## src/rtl/loong_pkg.sv

```systemverilog
// Shared types and helpers for the LOONG round-constant generator.
// The LFSR step and row constant live here so every unit agrees on them.
package loong_pkg;

   localparam int LFSR_W = 6;
   localparam logic [LFSR_W-1:0] RC_INIT = 6'h01;

   typedef enum logic [1:0] {
      IDLE = 2'd0,
      SEEK = 2'd1,
      EMIT = 2'd2
   } state_t;

   function automatic logic [LFSR_W-1:0] rc_step(
      input logic [LFSR_W-1:0] rc
   );
      return {rc[4:0], ~(rc[5] ^ rc[4])};
   endfunction

   function automatic int unsigned row_const(input int r);
      return (r == 0) ? 0 : (32'd1 << (r - 1));
   endfunction

endpackage

```

## src/rtl/loong_rc_gen_if.sv

```systemverilog
// Round-controller side bundle of the constant generator:
// start request, constant handshake and status pulses.
interface loong_rc_gen_if #(
   parameter int IW       = 6,
   parameter int DIM      = 4,
   parameter int NIBBLE_W = 4
);
   logic                                  start;
   logic [IW-1:0]                         start_round;
   logic                                  rc_ready;
   logic                                  rc_valid;
   logic [0:DIM-1][0:DIM-1][NIBBLE_W-1:0] round_cnst;
   logic [IW-1:0]                         round_idx;
   logic                                  busy;
   logic                                  done;
   logic                                  err;

   modport master (
      output start, start_round, rc_ready,
      input  rc_valid, round_cnst, round_idx, busy, done, err
   );

   modport slave (
      input  start, start_round, rc_ready,
      output rc_valid, round_cnst, round_idx, busy, done, err
   );
endinterface

```

## src/rtl/loong_rc_lfsr.sv

```systemverilog
// 6-bit round-constant LFSR with synchronous reload to the seed
// and an advance enable; load wins over en.
module loong_rc_lfsr
   import loong_pkg::*;
(
   input  logic              clock,
   input  logic              rst,
   input  logic              load,
   input  logic              en,
   output logic [LFSR_W-1:0] rc
);

   // Seed on reset or load, advance one step when enabled.
   always_ff @(posedge clock or negedge rst) begin
      if (!rst) begin
         rc <= RC_INIT;
      end else if (load) begin
         rc <= RC_INIT;
      end else if (en) begin
         rc <= rc_step(rc);
      end
   end

endmodule

```

## src/rtl/loong_rc_gen.sv

```systemverilog
// Round-constant generator: FSM seeks to the first round, then
// streams one DIM x DIM constant matrix per accepted handshake.
module loong_rc_gen
   import loong_pkg::*;
#(
   parameter int ROUNDS   = 33,
   parameter int DIM      = 4,
   parameter int NIBBLE_W = 4,
   parameter int MODE     = 0,
   parameter int IW       = (ROUNDS > 1) ? $clog2(ROUNDS) : 1
) (
   input logic           clock,
   input logic           rst,
   loong_rc_gen_if.slave bus
);

   typedef logic [0:DIM-1][0:DIM-1][NIBBLE_W-1:0] mat_t;

   state_t            state_q, state_d;
   logic [IW-1:0]     cnt_q, cnt_d;
   logic [IW-1:0]     tgt_q, tgt_d;
   logic              done_q, done_d;
   logic              err_q, err_d;
   logic              lfsr_load, lfsr_en;
   logic [LFSR_W-1:0] rc;
   logic              valid, fire, last, bad;
   mat_t              cnst;

   loong_rc_lfsr u_lfsr (
      .clock (clock),
      .rst   (rst),
      .load  (lfsr_load),
      .en    (lfsr_en),
      .rc    (rc)
   );

   assign valid = (state_q == EMIT);
   assign fire  = valid && bus.rc_ready;
   assign last  = (cnt_q == IW'(ROUNDS - 1));
   assign bad   = {1'b0, bus.start_round} >= (IW + 1)'(ROUNDS);

   // State, round counter, seek target and status pulses.
   always_ff @(posedge clock or negedge rst) begin
      if (!rst) begin
         state_q <= IDLE;
         cnt_q   <= '0;
         tgt_q   <= '0;
         done_q  <= 1'b0;
         err_q   <= 1'b0;
      end else begin
         state_q <= state_d;
         cnt_q   <= cnt_d;
         tgt_q   <= tgt_d;
         done_q  <= done_d;
         err_q   <= err_d;
      end
   end

   // Next state: seek walks the LFSR up to the first requested round.
   always_comb begin
      state_d   = state_q;
      cnt_d     = cnt_q;
      tgt_d     = tgt_q;
      done_d    = 1'b0;
      err_d     = 1'b0;
      lfsr_load = 1'b0;
      lfsr_en   = 1'b0;
      unique case (state_q)
         IDLE: begin
            if (bus.start) begin
               if (bad) begin
                  err_d = 1'b1;
               end else begin
                  lfsr_load = 1'b1;
                  cnt_d     = '0;
                  tgt_d     = bus.start_round;
                  state_d   = (bus.start_round == '0) ? EMIT : SEEK;
               end
            end
         end
         SEEK: begin
            lfsr_en = 1'b1;
            cnt_d   = cnt_q + IW'(1);
            if (cnt_d == tgt_q) begin
               state_d = EMIT;
            end
         end
         EMIT: begin
            if (fire) begin
               if (last) begin
                  state_d = IDLE;
                  done_d  = 1'b1;
               end else begin
                  lfsr_en = 1'b1;
                  cnt_d   = cnt_q + IW'(1);
               end
            end
         end
         default: state_d = IDLE;
      endcase
   end

   // Matrix decode: shifted-one column plus LFSR-field column, zero outside EMIT.
   always_comb begin
      cnst = '0;
      if (valid) begin
         for (int r = 0; r < DIM; r++) begin
            cnst[r][DIM-2] = NIBBLE_W'(row_const(r));
            if (MODE == 0) begin
               cnst[r][DIM-1] = (r % 2 == 0) ? NIBBLE_W'(|rc[5:3])
                                             : NIBBLE_W'(|rc[2:0]);
            end else begin
               cnst[r][DIM-1] = (r % 2 == 0) ? NIBBLE_W'(rc[5:3])
                                             : NIBBLE_W'(rc[2:0]);
            end
         end
      end
   end

   assign bus.rc_valid   = valid;
   assign bus.round_cnst = cnst;
   assign bus.round_idx  = cnt_q;
   assign bus.busy       = (state_q != IDLE);
   assign bus.done       = done_q;
   assign bus.err        = err_q;

endmodule

```

## src/flat_wrapper.sv

```systemverilog
// flat-port wrapper written by rule: the top's interface ports become plain ports
module loong_rc_gen_flat import loong_pkg::*;
#(
   parameter int ROUNDS   = 33,
   parameter int DIM      = 4,
   parameter int NIBBLE_W = 4,
   parameter int MODE     = 0,
   parameter int IW       = (ROUNDS > 1) ? $clog2(ROUNDS) : 1
)
  (clock, rst, bus_start, bus_start_round, bus_rc_ready, bus_rc_valid, bus_round_cnst, bus_round_idx, bus_busy, bus_done, bus_err);
  loong_rc_gen_if #(.IW(IW), .DIM(DIM), .NIBBLE_W(NIBBLE_W)) bus_i ();
  input logic clock;
  input logic rst;
  input wire logic [$bits(bus_i.start)-1:0] bus_start;
  input wire logic [$bits(bus_i.start_round)-1:0] bus_start_round;
  input wire logic [$bits(bus_i.rc_ready)-1:0] bus_rc_ready;
  output wire logic [$bits(bus_i.rc_valid)-1:0] bus_rc_valid;
  output wire logic [$bits(bus_i.round_cnst)-1:0] bus_round_cnst;
  output wire logic [$bits(bus_i.round_idx)-1:0] bus_round_idx;
  output wire logic [$bits(bus_i.busy)-1:0] bus_busy;
  output wire logic [$bits(bus_i.done)-1:0] bus_done;
  output wire logic [$bits(bus_i.err)-1:0] bus_err;
  assign bus_i.start = bus_start;
  assign bus_i.start_round = bus_start_round;
  assign bus_i.rc_ready = bus_rc_ready;
  assign bus_rc_valid = bus_i.rc_valid;
  assign bus_round_cnst = bus_i.round_cnst;
  assign bus_round_idx = bus_i.round_idx;
  assign bus_busy = bus_i.busy;
  assign bus_done = bus_i.done;
  assign bus_err = bus_i.err;
  loong_rc_gen #(.ROUNDS(ROUNDS), .DIM(DIM), .NIBBLE_W(NIBBLE_W), .MODE(MODE), .IW(IW)) u_core (.clock(clock), .rst(rst), .bus(bus_i));
endmodule
```

## config.mk

```make
export PLATFORM = sky130hd
export DESIGN_NAME = loong_rc_gen_flat
export DESIGN_NICKNAME = d
export VERILOG_FILES = /design/src/rtl/loong_pkg.sv /design/src/rtl/loong_rc_gen_if.sv /design/src/rtl/loong_rc_lfsr.sv /design/src/rtl/loong_rc_gen.sv /design/src/flat_wrapper.sv
export SDC_FILE = /design/constraint.sdc
export NUM_CORES = 1
export LEC_CHECK = 0
export CORE_UTILIZATION = 37
export CTS_CLUSTER_DIAMETER = 50
export DETAILED_ROUTE_END_ITERATION = 16
export PLACE_DENSITY = 0.89
export SLEW_MARGIN = 20
export SYNTH_ARGS = -nofsm -noshare
export SYNTH_HDL_FRONTEND = slang
export SYNTH_HIERARCHICAL = 1
export SYNTH_SLANG_ARGS = --single-unit
```

## constraint.sdc

```tcl
create_clock -name clock -period 1.9 [get_ports clock]
set_clock_uncertainty 0.05 [all_clocks]
set_input_delay 0.38 -clock clock [delete_from_list [all_inputs] [get_ports clock]]
set_output_delay 0.38 -clock clock [all_outputs]
set_load 0.01 [all_outputs]
```

==> flow_summary.toml <==
[run_status]
status = "complete, no violations"

[yosys]
synth_enable_flop_cells = 0
syn-mean-instance-area_um2 = 9.35
cell_accounting_for_the_most_synthesized_area = "sky130_fd_sc_hd__dfrtp_1"
ys_ff_latch = 22
yosysTopAreaCellShare_pct = 30.4
yosysWarnings = 6
async_flop_share_pct = 100
ys_dominant_reg_cell = "sky130_fd_sc_hd__dfrtp_1"
synth_commonest_cells = "sky130_fd_sc_hd__buf_4 (63), sky130_fd_sc_hd__dfrtp_1 (21), sky130_fd_sc_hd__nor2_1 (12)"
syn-cell-area_um2 = 1730
synthesis.instances = 185
synth_sequential_area_ratio_pct = 31.9
synth.most_common_cell = "sky130_fd_sc_hd__buf_4"
netlist_top_cells_area = "sky130_fd_sc_hd__dfrtp_1 (30%), sky130_fd_sc_hd__buf_4 (27%), sky130_fd_sc_hd__ha_1 (4.3%)"
netlist-cell-type-count = 41

[finish]
antennaDiodeCount = 0
instances_no_fill = 281
fill_cells = 433
sequential_cell_area_um2 = 556
final_nets = 246
layout-area-overhead-vs-synth_pct = 16.4
multi_input_area_um2 = 910
drive_above_1_share_pct = 23.6

[setup_path]
timing.critical_path.from_type = "flip-flop"
worst-path-max-fanout = 3
cp_cell_sequence = "inv_2 > ha_2 > nor4b_4 > nand3_1 > a22o_1 > a221oi_2 > mux2i_1"
critPathRequiredTime_ns = 2.03
critical_path_arrival_ns = 2.01
critical-path-slowest-cell = "sky130_fd_sc_hd__dfrtp_2"
launching_element_of_the_worst_setup_path = "u_core/bus.round_idx[0]"
slowest_delay_ns = 0.43
setup.worst_path.end_class = "flip-flop"
critPathKind = "reg -> reg"
reg2reg_slack_ns = 0.02
r2r_start = "u_core/bus.round_idx[0]"

[clock_tree]
insertion_delay_ns = 0.26
root_buffer = "sky130_fd_sc_hd__clkbuf_8"
clk_transition_reported_paths_ns = 0.08
cts_made_buffers = 3
h-tree-depth = 1
tritoncts_clock_tree = "done"
cts_buffer_depth = 2
numClockSinks = 22

[timing]
timing_hold_violations_final = 0
grt_setup_unrepaired = "true"
setup-violations-final = 0
final.setup.worst_slack_ns = 0.0168
setup_total_negative_slack_ns = 0
finalCritPeriodShare_pct = 99.1
minimum_clock_period_after_layout_ns = 1.88
peak_freq_ghz = 0.531
maxSlewViolCount = 0

[pwr]
internal_power_uw = 1570
switching_share_pct = 40.5
power_density_nw_per_um2 = 1310
design_power_total_uw = 2640
seqPwrFrac_pct = 30.6
power.ir.vdd_worst_mv = 0.758
switchingPower_uw = 1070
share_clk_of_total_power_pct = 11.2
pwr-share-comb_pct = 58.2
p_leak_uw = 0.00101

[routing]
ant_nets = 0
detail_route.first_pass.iterations = 5
aggregate_routed_wire_length_um = 3250
wl_per_cell_um = 11.6
first_iter_violations = 53
via_count = 1259
drt_drc_violations_left = 0
routed_via_density = 4.48

[global_route]
wire_length_of_the_first_global_routing_pass_um = 5230
grt_pass1_vias = 1146
grt-ovfl-total = 0
antenna_found_initial = 0
grt_max_degree = 23
grtUsageTotal_pct = 13.1

[placed_design]
place.port_buffers = 26
hpwl_um = 2570
routabilityCongestion = 0.889
detailedPlace.worstSlack_ns = -0.319
placedCellCount = 274

[min_path]
min-delay-path-class = "in -> reg"
min_from = "bus_start_round[0]"

[floorplan]
effective_utilization_at_floorplan_pct = 39.2
die_area_um2 = 4950
pin_count = 84
floorplan.die.width_um = 70.4
die_height_um = 70.4
floorplan.rows = 24
design.core.area_um2 = 4410

[flow_run]
maxCapViolations = 0
==> cell usage in the layout (no fill, tap or decap), types with 3 or more instances in the layout <==
cell	synthesis	final
sky130_fd_sc_hd__xnor2_1	6	6
sky130_fd_sc_hd__nor2_1	12	12
sky130_fd_sc_hd__nand3_1	5	3
sky130_fd_sc_hd__mux2_2	5	5
sky130_fd_sc_hd__dfrtp_2	0	3
sky130_fd_sc_hd__buf_4	63	22
sky130_fd_sc_hd__clkbuf_8	0	3
sky130_fd_sc_hd__inv_2	1	4
sky130_fd_sc_hd__o21ai_1	6	7
sky130_fd_sc_hd__clkdlybuf4s50_1	0	15
sky130_fd_sc_hd__mux2i_1	6	6
sky130_fd_sc_hd__nand2_1	9	9
sky130_fd_sc_hd__conb_1	1	57
sky130_fd_sc_hd__dfrtp_1	21	18
sky130_fd_sc_hd__clkbuf_2	0	4
sky130_fd_sc_hd__inv_1	8	5
sky130_fd_sc_hd__ha_2	0	4
sky130_fd_sc_hd__o31a_1	3	3
sky130_fd_sc_hd__dlygate4sd2_1	0	5
==> stage by stage <==
step	hold WS [ns]	instance area (um2)	utilization (%)
2_1_floorplan	0.0344	1950	-
3_3_place_gp	0.461	1940	44.0
3_5_place_dp	0.465	1940	44.0
4_1_cts	0.420	2000	45.2
5_1_grt	0.368	2010	45.6
6_report	0.366	2010	45.6
==> power by group through the flow <==
| stage | Combinational [uW] | Clock [uW] | Sequential (uW) |
|---|---|---|---|
| 6_report | 1540 | 296 | 809 |
| 5_1_grt | 1690 | 323 | 832 |
| 4_1_cts | 1530 | 302 | 803 |
| 3_5_place_dp | 1550 | 0 | 808 |
| 3_3_place_gp | 1510 | 0 | 794 |
| 2_1_floorplan | 1130 | 0 | 799 |
==> flip-flops by register name, indices dropped and copies added, names as in the netlist <==
register,count
u_core/tgt_q,6
u_core/state_q,2
u_core/u_lfsr/rc,6
u_core/bus.err,1
u_core/bus.done,1
u_core/bus.round_idx,6
==> metal layers <==
metal / part of all wire (%) / up-vias / track usage [%]
met3: 6.0 / 6 / 1.59
met4: 1.2 / 0 / 3.78
met1: 41 / 593 / 16.1
met5: 0 / - / 0
met2: 51 / 65 / 23.8
li1: - / 595 / -
==> logic make-up (layout without fill, tap and decap cells) <==
logic type | after synthesis | after routing | synth area share [%]
flops | 22 | 22 | 31.9
buf+inv | 73 | 61 | 29.6
mux | 11 | 11 | 6.73
compound gates | 29 | 29 | 13.0
simple gates | 35 | 35 | 10.1
other cells | 1 | 57 | 0.217
xor+xnor | 8 | 8 | 4.05
fa+ha+maj | 6 | 6 | 4.34
==> repair_timing <==
action	in CTS	in global routing
cloned	0	0
endpoints found under the setup margin	12	21
hold buffers	0	0
pin swaps	5	2
setup buffers	2	1
gates resized for setup	12	18
==> area by class of cell <==
class                   count  share of cell area, %
repair buffers             48                   20.1
multi-input cells         146                   45.2
well taps                  52                   3.23
flip-flops and latches     22                   27.6
inverters                   9                   1.68
clock buffers               4                   2.24
==> path summary, 6_finish.rpt <==
check,cells past startpoint,to
max,7,u_core/state_q[0]
min in group asynchronous,2,u_core/tgt_q[0]
max reg2reg,7,u_core/state_q[0]
max in group asynchronous,2,u_core/u_lfsr/rc[0]
min reg2reg,1,u_core/tgt_q[5]
min,2,u_core/tgt_q[0]
==> critical path: cells and delay by family (launching register included) <==
family          cells  cell delay (ns)
compound gates      2             0.51
fa+ha+maj           1             0.15
buf+inv             1             0.05
flops               1             0.43
mux                 1             0.23
simple gates        2             0.36
Note: power is estimated with default switching activity, not from simulation.
